## config.mk

```make
export PLATFORM = sky130hd
export DESIGN_NAME = ecc_enc_stream
export DESIGN_NICKNAME = d
export VERILOG_FILES = /design/src/rtl/ecc_enc_stream.sv
export SDC_FILE = /design/constraint.sdc
export NUM_CORES = 1
export LEC_CHECK = 0
export ABC_AREA = 1
export BUFFER_PORTS_ARGS = -buffer_cell sky130_fd_sc_hd__buf_2
export CAP_MARGIN = 20
export CORE_MARGIN = 4
export CORE_UTILIZATION = 46
export CTS_BUF_LIST = sky130_fd_sc_hd__clkbuf_8 sky130_fd_sc_hd__clkbuf_16
export DETAILED_ROUTE_END_ITERATION = 12
export GPL_TIMING_DRIVEN = 0
export PLACE_DENSITY = 0.87
export SYNTH_ARGS = -nofsm -noshare
export SYNTH_HDL_FRONTEND = slang
export SYNTH_SLANG_ARGS = --single-unit
```

## constraint.sdc

```tcl
create_clock -name clk_i -period 1.4 [get_ports clk_i]
set_clock_uncertainty 0.05 [all_clocks]
set_input_delay 0.07 -clock clk_i [delete_from_list [all_inputs] [get_ports clk_i]]
set_output_delay 0.07 -clock clk_i [all_outputs]
set_load 0.005 [all_outputs]
```

## src/rtl/ecc_enc_stream.sv

```systemverilog
// Streaming extended-Hamming (SECDED) encoder with per-word error injection,
// an elastic register pipeline of 0..2 stages and an output transfer counter.
module ecc_enc_stream #(
  parameter int K       = 8,
  parameter int LATENCY = 1,
  parameter int P0_LSB  = 1,
  localparam int M0     = $clog2(K + 1),
  localparam int M1     = $clog2(K + 1 + M0),
  localparam int M      = $clog2(K + 1 + M1),
  localparam int N      = M + K
) (
  input  logic         clk_i,
  input  logic         rst_ni,
  input  logic         s_valid_i,
  output logic         s_ready_o,
  input  logic [K-1:0] s_data_i,
  input  logic [N:0]   s_inj_i,
  output logic         m_valid_o,
  input  logic         m_ready_i,
  output logic [N:0]   m_data_o,
  output logic         m_inj_o,
  output logic [15:0]  tx_cnt_o
);

  logic [K-1:0]        w_enc_in;
  logic [N:0]          w_info;
  logic [M-1:0][N:0]   w_cov;
  logic [M-1:0]        w_par;
  logic                w_p0;
  logic [N:0]          w_cw;
  logic [N:0]          w_ord;
  logic [15:0]         r_tx_cnt;

  // Data bit j lands on the j-th non-power-of-2 position, i.e. p - floor(log2 p) - 2.
  for (genvar p = 0; p <= N; p++) begin : g_pos
    if (p != 0 && (p & (p - 1)) != 0) begin : g_data
      assign w_info[p] = w_enc_in[p - $clog2(p + 1) - 1];
      assign w_cw[p]   = w_info[p];
    end else if (p == 0) begin : g_p0
      assign w_info[p] = 1'b0;
      assign w_cw[p]   = w_p0;
    end else begin : g_parity
      assign w_info[p] = 1'b0;
      assign w_cw[p]   = w_par[$clog2(p)];
    end
  end

  for (genvar i = 0; i < M; i++) begin : g_par
    for (genvar p = 0; p <= N; p++) begin : g_cov
      if (((p >> i) & 1) == 1) begin : g_in
        assign w_cov[i][p] = w_info[p];
      end else begin : g_out
        assign w_cov[i][p] = 1'b0;
      end
    end
    assign w_par[i] = ^w_cov[i];
  end

  assign w_p0 = (^w_info) ^ (^w_par);

  if (P0_LSB != 0) begin : g_ord_lsb
    assign w_ord = w_cw;
  end else begin : g_ord_msb
    assign w_ord = {w_cw[0], w_cw[N:1]};
  end

  if (LATENCY == 0) begin : g_lat0
    assign w_enc_in  = s_data_i;
    assign s_ready_o = m_ready_i;
    assign m_valid_o = s_valid_i;
    assign m_data_o  = w_ord ^ s_inj_i;
    assign m_inj_o   = |s_inj_i;
  end else if (LATENCY == 1) begin : g_lat1
    logic       r_valid;
    logic [N:0] r_data;
    logic       r_inj;
    logic       w_adv;

    assign w_enc_in  = s_data_i;
    assign w_adv     = ~r_valid | m_ready_i;
    assign s_ready_o = w_adv;
    assign m_valid_o = r_valid;
    assign m_data_o  = r_data;
    assign m_inj_o   = r_inj;

    always_ff @(posedge clk_i or negedge rst_ni) begin
      if (!rst_ni) begin
        r_valid <= 1'b0;
        r_data  <= '0;
        r_inj   <= 1'b0;
      end else if (w_adv) begin
        r_valid <= s_valid_i;
        if (s_valid_i) begin
          r_data <= w_ord ^ s_inj_i;
          r_inj  <= |s_inj_i;
        end
      end
    end
  end else begin : g_lat2
    // Stage 1 holds the raw word so the encoder tree sits between the two stages.
    logic         r_v1;
    logic [K-1:0] r_d1;
    logic [N:0]   r_m1;
    logic         r_v2;
    logic [N:0]   r_data;
    logic         r_inj;
    logic         w_adv1;
    logic         w_adv2;

    assign w_enc_in  = r_d1;
    assign w_adv2    = ~r_v2 | m_ready_i;
    assign w_adv1    = ~r_v1 | w_adv2;
    assign s_ready_o = w_adv1;
    assign m_valid_o = r_v2;
    assign m_data_o  = r_data;
    assign m_inj_o   = r_inj;

    always_ff @(posedge clk_i or negedge rst_ni) begin
      if (!rst_ni) begin
        r_v1   <= 1'b0;
        r_d1   <= '0;
        r_m1   <= '0;
        r_v2   <= 1'b0;
        r_data <= '0;
        r_inj  <= 1'b0;
      end else begin
        if (w_adv1) begin
          r_v1 <= s_valid_i;
          if (s_valid_i) begin
            r_d1 <= s_data_i;
            r_m1 <= s_inj_i;
          end
        end
        if (w_adv2) begin
          r_v2 <= r_v1;
          if (r_v1) begin
            r_data <= w_ord ^ r_m1;
            r_inj  <= |r_m1;
          end
        end
      end
    end
  end

  always_ff @(posedge clk_i or negedge rst_ni) begin
    if (!rst_ni) begin
      r_tx_cnt <= '0;
    end else if (m_valid_o && m_ready_i) begin
      r_tx_cnt <= r_tx_cnt + 16'd1;
    end
  end

  assign tx_cnt_o = r_tx_cnt;

endmodule
```

==> results.txt <==
- The area growth from synthesis to layout is 32.1%.
- Floorplan core area: 0.00372 sq mm
* Shortest clock period the worst path allows after layout: 1.57 ns
- Die width: 70.4 um
* Number of buffers inserted by port buffering: 54
- Count of cells along the worst hold path: 3
- The die covers 0.00495 sq mm.
* Total gr overflow: 0
* Most common cell in the netlist: sky130_fd_sc_hd__nand2_1
- Reg2reg end: tx_cnt_o[13]
- In this run the critical register-to-register path is launched from m_valid_o.
* Status: finished, violations left
* Area taken by multi-input logic gates: 936 sq um
- CP max FO: 4
* Most area-hungry cell type in the Yosys netlist: sky130_fd_sc_hd__dfrtp_1
* Share of cells above drive strength 1: 0.359
- Post-layout instance count excluding filler cells: 346
* Slew @ Worst Pin: 0.668 ns
- The die is 70.4 um tall.
- DRC violation count after routing: 0
- Combinational family with the most area after synthesis: simple AND/OR/NAND/NOR gates
- Via count: 1711
- TritonCTS built the clock tree.
- Reg-to-reg setup timing slack: -0.17 ns
- YS warnings: 0
* Reg area: 777 sq um
* Combined global-route utilization of all metal layers: 0.180
* Area share of the largest cell type after synthesis: 0.433
- In the synthesized netlist, the cells that appear most often are 64 x sky130_fd_sc_hd__nand2_1, 31 x sky130_fd_sc_hd__dfrtp_1, 26 x sky130_fd_sc_hd__inv_1.
- The first global-routing pass estimated 7130 um of wire.
- TritonCTS buffer count: 5
- The worst hold path belongs to the class in2reg.
* Pins over their slew limit: 0
- Once layout is complete, the utilization of the core stands at 0.637.
- Counting cells, the worst reg-to-reg path comes to 7.
- Post-synthesis mux area share: 0.00629
* Data required, critical path: 1.55 ns
- Max clock buf depth: 2
* Power, Total: 2.69 mW
* Most used flip-flop cell after synthesis: sky130_fd_sc_hd__dfrtp_1
- RD Place Congestion: 0.897
* Effective utilization at floorplan: 0.482
- Yosys mapped a number of flops with a built-in enable equal to 0.
- The first routing iteration left 60 violations.
- Counting flops and latches in the post-synthesis netlist gives 31.
- Fraction of the mapped netlist area in adder cells: 0.00699
* H-tree lvl count: 2
- Critical path endpoint category: flop
* Number of placed cells counting well taps: 325
- The total count of hold-check failures in the final report came to 0.
- Setup slack on the critical path of the routed design comes to -0.169 ns.
- Number of nets in the synthesized netlist: 249
* Initial antenna violation count: 0
* Synth cell types: 28
* Avg Cell Area, Syn: 8.03 sq um
- Summed over all layers, the routed wires come to 4290 um.
* Synth Area in Compound Gates: 0.0440
- For this design the top-level I/O count stands at 57.
- Dividing the final minimum period by the clock period gives 1.12.
* Async SR Flop Fraction: 1.00
- Layout filler cell count: 322
- The via count of the first global-routing pass came to 1632.
* Placement row count: 22
- Ant. Diodes: 0
- The share of the Yosys chip area taken by registers is 0.433.
- Measured against its own limit, the worst slew margin works out to 0.554.
- Max_cap viols: 0
- Clock input transition at the sequential cells of the worst setup and hold paths: 0.06 ns
- Clock latency on the worst-skew pair, taken at its later pin, is 0.28 ns.
- CTS root buffer: sky130_fd_sc_hd__clkbuf_8
- The first detailed-routing pass ran for 4 iterations.
* Synth Cell Area: 0.00179 sq mm
* Leakage power: 1.31 nW
- WHS Endpoint: m_data_o[2]
- Of the total synthesized cell area, the portion taken by XOR and XNOR cells is 0.122.
- The setup path with the least slack is of type reg2reg.
- Pin count of the biggest net entering global routing: 32
* Area share of and/or/nand/nor cells after synthesis: 0.317
- Setup repair after global routing missed its margin: true
- For this run, the top clock speed supported by timing is 637 MHz.
* Total setup violations reported at the end of the flow: 8
- Arrival time of the worst setup path: 1.72 ns
- Counting every sink on the clock net gives 31.
* Total non-filler cell area in the finished layout: 0.00237 sq mm
* Post-Place Cell Area: 0.00213 sq mm
* Net count of the finished layout: 325
* Half-perimeter wire length after placement: 3190 um
* Violations in the final reports: setup timing
- Setup crit start kind: flop
- Dividing total power by cell area gives a power density of 1140 mW/mm^2.
* Min-Delay Startpoint: s_inj_i[2]
- Antenna viol nets, final: 0
- Gate count of the mapped netlist: 223
- Ranked by total cell area, the synthesized netlist is headed by sky130_fd_sc_hd__dfrtp_1 43%, sky130_fd_sc_hd__nand2_1 13%, sky130_fd_sc_hd__xnor2_1 6.4%.
- Worst supply voltage drop on vdd: 510 uV
- Dividing the detail-routed via count by the number of cells gives 4.95.
* Wire length per cell after detailed routing: 12.4 um
stage by stage:
step	worst slack (ns)	setup TNS, ns	hold slack, ns
final	-0.169	-0.631	0.0274
after global routing	-0.260	-2.55	0.0329
after CTS	-0.119	-0.361	0.0169
after detailed placement	-0.260	-1.53	0.0946
after global placement	-0.237	-0.989	0.0890
after floorplan	-0.136	-0.275	-0.276
flip-flops by register name, indices dropped and copies added, names as in the netlist:
signal / flops
m_inj_o: 1
m_valid_o: 1
m_data_o: 13
tx_cnt_o: 16
repair_timing:
action,in CTS,in global routing
gates resized for setup,4,12
pin swaps,5,6
endpoints found under the hold margin,31,0
buffers inserted,10,4
hold buffers,1,0
setup endpoints to repair,18,25
placed cells by master (no fill, tap or decap), drive strengths merged, types with 2 or more instances in the layout:
cell type,count
nand3,14
inv,27
nor2,18
xor2,12
nor4,3
dfrtp,31
or2,4
buf,70
xnor2,13
a31oi,4
nor3,5
nand2,70
nand4,4
clkbuf,7
nand3b,2
o21ai,8
how the worst max path moves through the flow:
stage | startpoint | endpoint | slack (ns) | cells after the start
finish | m_valid_o | tx_cnt_o[13] | -0.17 | 7
global route | tx_cnt_o[0] | tx_cnt_o[12] | -0.26 | 9
CTS | tx_cnt_o[0] | tx_cnt_o[12] | -0.12 | 9
detailed placement | tx_cnt_o[1] | tx_cnt_o[12] | -0.26 | 9
global placement | tx_cnt_o[1] | tx_cnt_o[12] | -0.24 | 9
floorplan | tx_cnt_o[1] | tx_cnt_o[12] | -0.14 | 9
area by class of cell:
cell class	count	share of cell area
Buffer	4	0.0127
Clock buffer	5	0.0291
Clock inverter	1	0.00159
Inverter	27	0.0444
Multi-Input combinational cell	161	0.396
Sequential cell	31	0.328
Tap cell	48	0.0254
Timing Repair Buffer	69	0.163
worst max-delay path, stage by stage, from the launching register on:
cell                      delay (ns)
sky130_fd_sc_hd__dfrtp_2        0.40
sky130_fd_sc_hd__nand2_4        0.08
sky130_fd_sc_hd__nor2_4         0.10
sky130_fd_sc_hd__nand3_2        0.10
sky130_fd_sc_hd__nor2_4         0.12
sky130_fd_sc_hd__nand4_1        0.16
sky130_fd_sc_hd__nor4_2         0.31
sky130_fd_sc_hd__xor2_1         0.16
report_power, final:
part	internal [mW]	switching, mW	total (mW)
logic	0.409	0.469	0.878
registers	1.06	0.125	1.18
clock network	0.323	0.303	0.626
kinds of logic after synthesis:
| logic type | count (synthesis) |
|---|---|
| muxes | 1 |
| AOI/OAI and AO/OA | 14 |
| DFF | 31 |
| xor gates and xnor gates | 25 |
| and+or+nand+nor | 120 |
| adders and majority gates | 1 |
| buffers and inverters | 31 |
layer usage:
metal  part of all wire  GRT usage  up-vias
met2               0.48      0.292       75
li1                   -          -      849
met1               0.41      0.223      773
met3              0.076     0.0518       14
met4              0.028     0.0723        0
met5                  0          0        -
No activity file was read; power rests on OpenSTA's default activity.
